==> config.mk <==
export PLATFORM = sky130hd
export DESIGN_NAME = mem_port_arbiter
export DESIGN_NICKNAME = d
export VERILOG_FILES = /design/src/rtl/mem_port_arbiter.sv
export SDC_FILE = /design/constraint.sdc
export NUM_CORES = 1
export LEC_CHECK = 0
export CORE_MARGIN = 2
export CORE_UTILIZATION = 40
export CTS_CLUSTER_DIAMETER = 40
export DETAILED_ROUTE_END_ITERATION = 10
export PLACE_DENSITY_LB_ADDON = 0.1
export REMOVE_ABC_BUFFERS = 1
export SKIP_CTS_REPAIR_TIMING = 1
export SLEW_MARGIN = 20
export SYNTH_ARGS = -nofsm -noshare
export SYNTH_HDL_FRONTEND = slang
export SYNTH_SLANG_ARGS = --single-unit
==> constraint.sdc <==
create_clock -name i_clk -period 5.96 [get_ports i_clk]
set_input_delay 0.894 -clock i_clk [delete_from_list [all_inputs] [get_ports i_clk]]
set_output_delay 0.894 -clock i_clk [all_outputs]
set_load 0.005 [all_outputs]
==> src/rtl/mem_port_arbiter.sv <==
// rtl/mem_port_arbiter.sv - fetch/data single-port memory arbiter and sequencer (optional MEM_ARB_RR_EN: round-robin arbitration)
module mem_port_arbiter #(
    parameter int DATA_WIDTH = 32,
    parameter int ADDR_WIDTH = 32
) (
    input  logic                    i_clk,
    input  logic                    i_reset,
    input  logic                    i_if_req,
    input  logic [ADDR_WIDTH-1:0]   i_if_addr,
    output logic                    o_if_gnt,
    output logic                    o_if_rvalid,
    output logic [DATA_WIDTH-1:0]   o_if_rdata,
    input  logic                    i_dm_req,
    input  logic                    i_dm_we,
    input  logic [ADDR_WIDTH-1:0]   i_dm_addr,
    input  logic [DATA_WIDTH-1:0]   i_dm_wdata,
    input  logic [DATA_WIDTH/8-1:0] i_dm_be,
    output logic                    o_dm_gnt,
    output logic                    o_dm_rvalid,
    output logic [DATA_WIDTH-1:0]   o_dm_rdata,
    output logic                    o_mem_req,
    output logic                    o_mem_we,
    output logic [ADDR_WIDTH-1:0]   o_mem_addr,
    output logic [DATA_WIDTH-1:0]   o_mem_wdata,
    output logic [DATA_WIDTH/8-1:0] o_mem_be,
    input  logic                    i_mem_ack,
    input  logic [DATA_WIDTH-1:0]   i_mem_rdata,
    output logic                    o_busy
);

    typedef enum logic [1:0] {
        IDLE    = 2'd0,
        BUSY_IF = 2'd1,
        BUSY_DM = 2'd2
    } state_t;

    state_t state;
    state_t state_nxt;
    logic   pick_dm;

`ifdef MEM_ARB_RR_EN
    logic last_dm;

    // Remember which port won the most recent grant; reset favours data first.
    always_ff @(posedge i_clk or posedge i_reset) begin
        if (i_reset) begin
            last_dm <= 1'b0;
        end else if (o_if_gnt || o_dm_gnt) begin
            last_dm <= o_dm_gnt;
        end
    end

    // On a conflict the port that did not win last time goes first.
    always_comb begin
        if (i_dm_req && i_if_req) begin
            pick_dm = !last_dm;
        end else begin
            pick_dm = i_dm_req;
        end
    end
`else
    // Data always beats fetch; a lone fetch still wins because pick_dm is low.
    always_comb begin
        pick_dm = i_dm_req;
    end
`endif

    // State register; reset abandons any transaction in flight.
    always_ff @(posedge i_clk or posedge i_reset) begin
        if (i_reset) begin
            state <= IDLE;
        end else begin
            state <= state_nxt;
        end
    end

    // Next state: leave IDLE on a grant, return on memory ack.
    always_comb begin
        state_nxt = state;
        case (state)
            IDLE: begin
                if (o_dm_gnt) begin
                    state_nxt = BUSY_DM;
                end else if (o_if_gnt) begin
                    state_nxt = BUSY_IF;
                end
            end
            BUSY_IF, BUSY_DM: begin
                if (i_mem_ack) begin
                    state_nxt = IDLE;
                end
            end
            default: state_nxt = IDLE;
        endcase
    end

    // Grants are combinational in IDLE only; mem_req follows state so reset drops it at once.
    always_comb begin
        o_if_gnt  = 1'b0;
        o_dm_gnt  = 1'b0;
        if (state == IDLE && !i_reset) begin
            o_dm_gnt = pick_dm;
            o_if_gnt = i_if_req && !pick_dm;
        end
        o_mem_req = (state != IDLE);
        o_busy    = (state != IDLE);
    end

    // Capture the winner's command; fetches are always full-width reads.
    always_ff @(posedge i_clk or posedge i_reset) begin
        if (i_reset) begin
            o_mem_we    <= 1'b0;
            o_mem_addr  <= '0;
            o_mem_wdata <= '0;
            o_mem_be    <= '0;
        end else if (o_dm_gnt) begin
            o_mem_we    <= i_dm_we;
            o_mem_addr  <= i_dm_addr;
            o_mem_wdata <= i_dm_wdata;
            o_mem_be    <= i_dm_be;
        end else if (o_if_gnt) begin
            o_mem_we    <= 1'b0;
            o_mem_addr  <= i_if_addr;
            o_mem_wdata <= '0;
            o_mem_be    <= '1;
        end
    end

    // Route the completion back to the issuing port; rdata holds until that port completes again.
    always_ff @(posedge i_clk or posedge i_reset) begin
        if (i_reset) begin
            o_if_rvalid <= 1'b0;
            o_dm_rvalid <= 1'b0;
            o_if_rdata  <= '0;
            o_dm_rdata  <= '0;
        end else begin
            o_if_rvalid <= (state == BUSY_IF) && i_mem_ack;
            o_dm_rvalid <= (state == BUSY_DM) && i_mem_ack;
            if (state == BUSY_IF && i_mem_ack) begin
                o_if_rdata <= i_mem_rdata;
            end
            if (state == BUSY_DM && i_mem_ack) begin
                o_dm_rdata <= i_mem_rdata;
            end
        end
    end

endmodule

# --- Word-level counts from Yosys, hierarchy flattened ---
# Cells that the tools add are included.
classes:
  mux: 14
  eq_ne: 4
  n_reduce_logical: 11
op_table:
  columns: ["cell", "count"]
  rows:
  - ["$mux W32", 4]
  - ["$mux W4", 2]
  - ["$mux W2", 3]
  - ["$logic_and A1 B1 Y1", 4]
  - ["$mux W1", 4]
  - ["$pmux W2 S2", 1]
  - ["$reduce_bool A2 Y1", 2]
  - ["$ne A3 B3 Y1 const B", 1]
  - ["$eq A2 B1 Y1 const B", 1]
  - ["$eq A2 B2 Y1 const B", 1]
  - ["$logic_not A1 Y1", 2]
  - ["$logic_not A2 Y1", 1]
  - ["$ne A2 B2 Y1 const B", 1]
  - ["$reduce_and A2 Y1", 1]
  - ["$reduce_or A2 Y1", 1]
totals:
  reg_bits: 137
  inputBits: 138
  output_inout_bits: 139
  wordCells: 38

# --- Depth between registers and ports, before layout ---
# Gate-level depths: netlist of the first run.
depth:
  ltp_word: 6
  depth_mapped: 8
  depth_no_buf: 6

# --- Least setup slack after synthesis of the first run ---
# Ideal clock, no wire load.
synth_path:
  path_type: "in2out"
  startpoint: "input i_dm_req"
  endpoint: "output o_if_gnt"
  stages: 4
  n_path_buf: 3
  t_arrival_ns: 1.663
  setup_slack_ns: 3.403
  required_time_ns: 5.066
  cell_sequence: "buf_2 -> nor4bb_1 -> buf_4 -> buf_2"
synth_between:
  elab_chain_len: 3
synth_rtl:
  columns: ["element", "line_no", "source"]
  rows:
  - ["from (decl)", "13", "input logic i_dm_req,"]
  - ["$logic_not A1 Y1", "103", "o_if_gnt = i_if_req && !pick_dm;"]
  - ["$logic_and A1 B1 Y1", "103", null]
  - ["$mux W1", "101", "if (state == IDLE && !i_reset) begin"]
  - ["to (decl)", "10", "output logic o_if_gnt,"]
# No other way between the ends.

# --- Worst setup path in the final report of the first run ---
# Ends and elaborated chain as after synthesis.

==> reports/summary.txt, run 1 <==
Hold Crit Class - reg -> reg
CTS tree - done
Int Power - 3260 uW
Mapped Area - 5530 um^2
clock power share - 22.2%
clock sink total - 137
Tcrit/Tclk final - 60.4%
Fin. Hold Viols - 0
gp weighted congestion - 0.742
top cell type's share of synthesized area - 61.9%
final worst slack - 2.36 ns
via count - 4,178
NumNets Final - 798
register share of total power - 36.0%
headroom to the max-slew limit - 32.1%
drt via density - 4.95
post-place setup slack - 1.99 ns
slowest cell on the critical path - clkdlybuf4s50_1
drt pass-1 iters - 4
CP bufs+invs - 3
largest cells by area after synthesis - dfrtp_1, mux2_2, mux2i_1, a22o_1, a21oi_2
Routed Antenna Nets - 0
clk slew on worst S/H paths - 0.05 ns
count of different cell masters after synthesis - 23
CORE AREA - 13,400 um^2
layout cells sized above 1 - 20.4%
critical path class - in -> out
DRC Markers - 0
# port buffers - 276
initial antenna violation count - 0
startpoint class of the critical path - primary input
endpoint type of the worst setup path - primary output
DR iter-0 viols - 226
number of global-route vias before repair - 4,399
Ys Warns - 0
Slew @ Worst Pin - 1.02 ns
overall routing resource usage - 20.5%
Synth Instances - 385
pins over their slew limit - 0
pwr dens - 505 nW/um^2
Sw Ratio - 28.1%
slowest stage delay, CP - 0.59 ns
post-DP HPWL - 10,700 um
chip width - 122 um
largest net degree at the start of global routing - 78
Crit path required time - 5.07 ns
post-synthesis sequential area ratio - 61.9%
Max Cap Viol - 0
ANT cells - 0
setup TNS - 0 ns
combinational power share - 41.8%
Die H - 122 um
Max Freq - 278 MHz
data arrival time of the worst path - 2.71 ns
Congestion Overflow GR - 0
# rows - 42
Area growth syn-to-layout - 62.1%
critical-path cell list - buf_2, nor4bb_4, buf_4, clkdlybuf4s50_1
crit path max fanout - 37
Yosys top cell by area - dfrtp_1
Hold Slack - 0.498 ns
Period minus WS final - 3.60 ns
Top delay family on crit path - buffers and inverters
area of the die - 14,800 um^2
Root Buffer - clkbuf_16
clock skew after layout - 0.00858 ns
H-tree lvl count - 4
clock buffer count from CTS - 17
status - complete, no violations
Routed WL per cell - 17.8 um
WL final - 15,000 um
Switch Pwr - 1270 uW
RSZ-0062 raised after global routing - false
syn_area_per_cell - 14.4 um^2
Clock Tree Buf Depth - 2
starting utilization of the core area - 41.3%
I/O Pins - 277
worst skew pair latency - 0.41 ns
global-route wire length before repair - 23,100 um
leakage - 0.00383 uW
Max IR drop VDD - 0.000232 V
setup violators final - 0
Synth Register Bits - 137
synth_stat cells:
| master | instances |
|---|---|
| mux2_2 | 64 |
| nand2b_1 | 1 |
| o22a_1 | 4 |
| o21ai_0 | 1 |
| nand2_1 | 3 |
| nor4bb_1 | 1 |
| inv_2 | 1 |
| nand3b_2 | 1 |
| clkbuf_1 | 2 |
| dfrtp_1 | 137 |
| buf_6 | 4 |
| buf_2 | 18 |
| inv_1 | 6 |
| a21oi_1 | 4 |
| a21oi_2 | 30 |
| mux2i_1 | 32 |
| ha_1 | 3 |
| buf_1 | 3 |
| a22o_1 | 34 |
| buf_4 | 2 |
| or2_1 | 1 |
| nor3_1 | 32 |
| nor2_2 | 1 |
path summary, 6_finish.rpt:
check / start / depth (start not counted) / end / slack (ns)
setup / recovery: i_dm_req / 4 / o_if_gnt / 2.36
hold reg to reg: o_mem_be[0] / 1 / o_mem_be[0] / 0.50
min in group asynchronous: i_reset / 2 / o_mem_be[3] / 1.16
hold / removal: o_mem_be[0] / 1 / o_mem_be[0] / 0.50
setup reg to reg: state[1] / 7 / o_mem_be[1] / 3.01
max in group asynchronous: i_reset / 3 / o_if_rvalid / 3.46
cell usage in the layout, fill, tap and decap left out, types with 2 or more instances in the layout:
| cell type | count |
|---|---|
| buf_4 | 6 |
| a21oi_1 | 4 |
| clkinv_2 | 3 |
| nand2_1 | 3 |
| nor3_1 | 32 |
| dfrtp_1 | 137 |
| clkinv_4 | 2 |
| ha_1 | 3 |
| o22a_1 | 4 |
| clkbuf_16 | 17 |
| clkinvlp_4 | 3 |
| a22o_1 | 34 |
| clkdlybuf4s50_1 | 275 |
| bufinv_16 | 2 |
| mux2_2 | 64 |
| mux2i_1 | 32 |
| inv_1 | 5 |
| a21oi_2 | 30 |
sequential cells by signal (all words and copies together), names as in the netlist:
signal / cells
o_dm_rvalid: 1
o_dm_rdata: 32
o_if_rvalid: 1
o_mem_we: 1
state: 2
o_mem_be: 4
o_if_rdata: 32
o_mem_wdata: 32
o_mem_addr: 32
through the flow:
stage	area (um^2)	util [%]	instances	total power [uW]
after floorplan	5370	-	356	2310
after detailed placement	8410	62.7	814	3560
after global routing	8970	67.0	844	4800
after CTS	8970	67.0	844	4580
final	8970	67.0	844	4530
after global placement	8410	62.7	814	3500
power by group through the flow:
stage / logic (uW) / registers [uW] / clock network [uW]
floorplan: 655 / 1660 / 0
global placement: 1880 / 1620 / 0
detailed placement: 1920 / 1640 / 0
CTS: 1920 / 1640 / 1030
global route: 2030 / 1690 / 1070
finish: 1890 / 1630 / 1010
per-layer routing:
| layer | global-route usage (%) | wire (um) | vias up |
|---|---|---|---|
| li1 | - | - | 1932 |
| met1 | 23.6 | 5890 | 2034 |
| met2 | 35.4 | 7480 | 195 |
| met3 | 8.24 | 1450 | 17 |
| met4 | 6.32 | 195 | 0 |
| met5 | 0 | 0 | - |
cell type report:
| type | count | area, um^2 |
|---|---|---|
| fill | 1027 | 4430 |
| sequential | 137 | 3430 |
| timing repair buffer | 282 | 2800 |
| multi-input combinational | 212 | 1930 |
| clock buffer | 19 | 443 |
| tap | 176 | 220 |
| clock inverter | 11 | 124 |
| inverter | 7 | 28.8 |
logic make-up (layout without fill, tap and decap cells):
logic type	count (synthesis)	in the layout	share of synthesized area (%)
compound gates	73	73	11.2
flops	137	137	61.9
mux	96	96	18.8
simple gates	40	40	3.82
fa+ha+maj	3	3	0.678
buf+inv	36	319	3.53
Note: power is estimated with default switching activity, not from simulation.
==> inputs of run 2 (changes only) <==
clock period = 3.5 ns   (was 5.96 ns; I/O delays follow)
==> run 2 against run 1 <==
Effect of this change: wire length increased by 0.93%; utilization increased by 1.1 points; non-clock buffer count increased by 5; count of clock-buffer cells in the layout increased by 4; sequential share of layout area decreased by 0.62 points; critical path depth unchanged; critical endpoint unchanged.
==> reports/summary.txt, run 2 (synthesis results as in run 1) <==
Max IR drop VDD - 0.000437 V (was 0.000232 V)
leakage - 0.00390 uW (was 0.00383 uW)
crit path max fanout - 6 (was 37)
final instance area - 9120 um^2 (was 8970 um^2)
ANT cells - 0 (unchanged)
endpoint type of the worst setup path - primary output (unchanged)
Tcrit/Tclk final - 84.3%
NumNets Final - 803 (was 798)
layout cells sized above 1 - 21.0% (was 20.4%)
Routed Antenna Nets - 0 (unchanged)
Max Cap Viol - 0 (unchanged)
area of the die - 14,800 um^2 (unchanged)
CORE AREA - 13,400 um^2 (unchanged)
via count - 4,234 (was 4,178)
chip width - 122 um (unchanged)
Clock Tree Buf Depth - 2 (unchanged)
CTS tree - done (unchanged)
overall routing resource usage - 20.6% (was 20.5%)
WL final - 15,200 um (was 15,000 um)
starting utilization of the core area - 41.3% (unchanged)
Root Buffer - clkbuf_16 (unchanged)
critical path class - reg -> out (was in -> out)
Die H - 122 um (unchanged)
worst skew pair latency - 0.41 ns (about the same)
Routed WL per cell - 17.8 um (about the same)
setup violators final - 0 (unchanged)
initial antenna violation count - 0 (unchanged)
DR iter-0 viols - 172 (was 226)
clock skew after layout - 0.00599 ns (was 0.00858 ns)
# port buffers - 276 (unchanged)
RSZ-0062 raised after global routing - false (unchanged)
non-filler instance count after layout - 851 (was 844)
clock sink total - 137 (unchanged)
Worst R2R Path Depth - 6 (was 7)
Max Freq - 339 MHz
drt pass-1 iters - 4 (unchanged)
data arrival time of the worst path - 2.42 ns (was 2.71 ns)
r2r endpoint - o_mem_addr[15] (was o_mem_be[1])
Slew @ Worst Pin - 0.813 ns (was 1.02 ns)
Crit path required time - 2.97 ns (was 5.07 ns)
DRC Markers - 0 (unchanged)
startpoint class of the critical path - flop (was primary input)
clock buffer count from CTS - 17 (unchanged)
gp weighted congestion - 0.760 (was 0.742)
headroom to the max-slew limit - 45.8% (was 32.1%)
Hold Crit Class - reg -> reg (unchanged)
Area growth syn-to-layout - 64.8% (was 62.1%)
final core occ - 68.1% (was 67.0%)
R2R Setup Slk - 1.05 ns (was 3.01 ns)
Critical R2R Launch - state[0] (was state[1])
Power, Total - 7960 uW (was 4530 uW)
pins over their slew limit - 0 (unchanged)
Fin. Hold Viols - 0 (unchanged)
Congestion Overflow GR - 0 (unchanged)
drt via density - 4.98 (was 4.95)
# rows - 42 (unchanged)
commonest cells after routing, fill and taps aside - clkdlybuf4s50_1, dfrtp_1, mux2_2, a22o_1 (unchanged)
I/O Pins - 277 (unchanged)
HP Start - o_mem_be[0] (unchanged)
post-DP HPWL - 11,100 um (was 10,700 um)
clk slew on worst S/H paths - 0.06 ns (was 0.05 ns)
global-route wire length before repair - 23,200 um (was 23,100 um)
leading cell type in the layout, fill and taps excluded - clkdlybuf4s50_1 (unchanged)
Hold Crit Depth - 1 (unchanged)
Placed Area - 8470 um^2 (was 8410 um^2)
number of global-route vias before repair - 4,380 (was 4,399)
Period minus WS final - 2.95 ns
largest net degree at the start of global routing - 65 (was 78)
pwr dens - 873 nW/um^2 (was 505 nW/um^2)
placed instance count - 819 (was 814)
status - complete, no violations (unchanged)
Min-Delay Endpoint - o_mem_be[0] (unchanged)
H-tree lvl count - 4 (unchanged)
[run 2: cell types whose count changed in the layout (fill, tap and decap cells not counted), moves of 2 or more]
| cell | before | now |
|---|---|---|
| buf_12 | 0 | 2 |
| buf_4 | 6 | 9 |
| bufinv_16 | 2 | 4 |
| clkbuf_8 | 1 | 4 |
| clkinv_2 | 3 | 0 |
| clkinv_4 | 2 | 0 |
[run 2: worst max-delay path by stage]
stage                  start             end  slack [ns]  depth (start not counted)
floorplan           state[0]     o_mem_be[0]       -1.55                          5
global placement     i_reset  o_mem_wdata[1]        0.68                          5
detailed placement   i_reset        o_if_gnt        0.62                          3
CTS                 state[0]        o_if_gnt        0.47                          4
global route        state[0]        o_if_gnt        0.43                          4
finish              state[0]        o_if_gnt        0.55                          4
[run 2: area by class of cell]
cell class              count  area [um^2]
clock inverters             9          160
flip-flops and latches    137         3430
multi-input cells         212         1930
clock buffers              23          488
well taps                 176          220
repair buffers            287         2870
inverters                   7         28.8
fillers                   989         4280
[run 2: power by group]
part	internal [uW]	switching, uW
clock network	1270	655
registers	2360	434
logic	2140	1090
total	5780	2180
[run 2: worst max-delay path: stages, from the launching register on]
cell	delay (ns)
dfrtp_1	0.40
inv_1	0.09
ha_1	0.25
nor4bb_4	0.66
clkdlybuf4s50_1	0.62
[run 2: routing by layer]
layer	track usage, %	vias to the layer above	wire length, um
li1	-	1953	-
met1	23.9	2075	5840
met2	35.2	189	7680
met3	7.44	17	1360
met4	7.47	0	263
met5	0	-	0
[run 2: through the flow]
stage | TNS, ns | hold slack, ns | setup slack (ns)
floorplan | -191.36 | 0.484 | -1.55
global placement | 0 | 0.474 | 0.677
detailed placement | 0 | 0.480 | 0.620
CTS | 0 | 0.498 | 0.473
global route | 0 | 0.513 | 0.425
finish | 0 | 0.493 | 0.550
==> inputs of run 3 (changes only) <==
clock period = 2.98 ns   (was 3.5 ns; I/O delays follow)
==> run 3 against run 2 <==
Effect of this change: first-iteration DRC count grew 37%; via count shrank 0.90%; highest routed layer unchanged; clock skew grew 0.00071 ns; critical endpoint is now o_dm_gnt; non-clock buffer count shrank 1; largest cell class unchanged.
==> reports/summary.txt, run 3 (synthesis results as in run 1) <==
status - complete, no violations (unchanged)
clock skew after layout - 0.00670 ns (was 0.00599 ns)
Routed WL per cell - 17.8 um (about the same)
CORE AREA - 13,400 um^2 (unchanged)
Fin. Hold Viols - 0 (unchanged)
Die H - 122 um (unchanged)
Routed Antenna Nets - 0 (unchanged)
leakage - 0.00386 uW (was 0.00390 uW)
headroom to the max-slew limit - 53.1% (was 45.8%)
combinational power share - 42.2% (was 40.6%)
gp weighted congestion - 0.755 (was 0.760)
register share of total power - 36.4% (was 35.1%)
initial antenna violation count - 0 (unchanged)
# rows - 42 (unchanged)
post-place setup slack - 0.274 ns (was 0.620 ns)
crit path max fanout - 16 (was 6)
Sw Ratio - 28.0% (was 27.4%)
ANT cells - 0 (unchanged)
Critical R2R Launch - state[0] (unchanged)
R2R Setup Slk - 0.71 ns (was 1.05 ns)
clock buffer count from CTS - 17 (unchanged)
NumNets Final - 802 (was 803)
Area growth syn-to-layout - 62.9% (was 64.8%)
Tcrit/Tclk final - 91.3%
Placed Area - 8470 um^2 (about the same)
endpoint type of the worst setup path - primary output (unchanged)
data arrival time of the worst path - 2.27 ns (was 2.42 ns)
Congestion Overflow GR - 0 (unchanged)
setup violators final - 0 (unchanged)
pwr dens - 1000 nW/um^2 (was 873 nW/um^2)
pins over their slew limit - 0 (unchanged)
worst skew pair latency - 0.41 ns (about the same)
critical path class - reg -> out (unchanged)
I/O Pins - 277 (unchanged)
Max Freq - 368 MHz
via count - 4,196 (was 4,234)
leading cell type in the layout, fill and taps excluded - clkdlybuf4s50_1 (unchanged)
Root Buffer - clkbuf_16 (unchanged)
startpoint class of the critical path - flop (unchanged)
Max Cap Viol - 0 (unchanged)
# port buffers - 276 (unchanged)
global-route wire length before repair - 23,100 um (was 23,200 um)
final instance area - 9010 um^2 (was 9120 um^2)
final core occ - 67.3% (was 68.1%)
Worst R2R Path Depth - 7 (was 6)
CTS tree - done (unchanged)
Crit path required time - 2.53 ns (was 2.97 ns)
RSZ-0062 raised after global routing - false (unchanged)
layout cells sized above 1 - 20.5% (was 21.0%)
r2r endpoint - o_mem_addr[30] (was o_mem_addr[15])
starting utilization of the core area - 41.3% (unchanged)
final worst slack - 0.260 ns (was 0.550 ns)
drt pass-1 iters - 4 (unchanged)
Clock Tree Buf Depth - 2 (unchanged)
overall routing resource usage - 20.7% (was 20.6%)
largest net degree at the start of global routing - 72 (was 65)
Slew @ Worst Pin - 0.702 ns (was 0.813 ns)
clock power share - 21.4% (was 24.2%)
number of global-route vias before repair - 4,384 (was 4,380)
Hold Slack - 0.468 ns (was 0.493 ns)
DRC Markers - 0 (unchanged)
area of the die - 14,800 um^2 (unchanged)
DR iter-0 viols - 236 (was 172)
clock sink total - 137 (unchanged)
Max IR drop VDD - 0.000663 V (was 0.000437 V)
clk slew on worst S/H paths - 0.05 ns (was 0.06 ns)
Int Power - 6490 uW (was 5780 uW)
chip width - 122 um (unchanged)
Hold Crit Class - in -> async (was reg -> reg)
commonest cells after routing, fill and taps aside - clkdlybuf4s50_1, dfrtp_1, mux2_2, a22o_1 (unchanged)
WL final - 15,100 um (was 15,200 um)
post-DP HPWL - 11,100 um (about the same)
Switch Pwr - 2520 uW (was 2180 uW)
H-tree lvl count - 4 (unchanged)
drt via density - 4.95 (was 4.98)
setup TNS - 0 ns (unchanged)
Period minus WS final - 2.72 ns
## run 3: cell count changes in the layout (fill, tap and decap cells not counted)
cell / delta
buf_4: -1
bufinv_16: -3
clkbuf_8: -1
clkinvlp_4: -2
clkbuf_1: +1
clkinv_4: +2
clkinv_2: +3
inv_6: -2
## run 3: metal layers
metal  GRT usage (%)  routed length, um
met1            23.8               5760
met2            34.7               7560
met3            8.43               1480
met4            8.12                264
met5               0                  0
## run 3: critical path: stages, from the launching register on
cell	delay [ns]
dfrtp_1	0.39
inv_1	0.10
ha_1	0.26
nand3b_2	0.19
inv_2	0.32
clkdlybuf4s50_1	0.61
## run 3: power by group through the flow
stage,clock (uW),combinational (uW),sequential [uW]
3_5_place_dp,0,3860,3290
4_1_cts,1970,3870,3290
2_1_floorplan,0,1310,3320
6_report,1930,3800,3280
5_1_grt,2070,4100,3390
3_3_place_gp,0,3770,3250
## run 3: area by class of cell
type	count	area, um^2
Clock buffer	23	478
Clock inverter	7	70.1
Fill cell	1032	4390
Inverter	7	28.8
Multi-Input combinational cell	212	1930
Sequential cell	137	3430
Tap cell	176	220
Timing Repair Buffer	286	2860
## run 3: how the worst max path moves through the flow
| stage | slack, ns | from | endpoint |
|---|---|---|---|
| after floorplan | -2.07 | state[0] | o_mem_be[0] |
| final | 0.26 | state[0] | o_dm_gnt |
| after global routing | 0.14 | state[1] | o_dm_gnt |
| after global placement | 0.23 | i_reset | o_mem_wdata[1] |
| after CTS | 0.22 | state[0] | o_dm_gnt |
| after detailed placement | 0.27 | i_reset | o_dm_gnt |
## run 3: through the flow
step           std cells  power, uW
2_1_floorplan        356       4630
3_3_place_gp         818       7020
3_5_place_dp         818       7150
4_1_cts              848       9130
5_1_grt              848       9560
6_report             848       9010
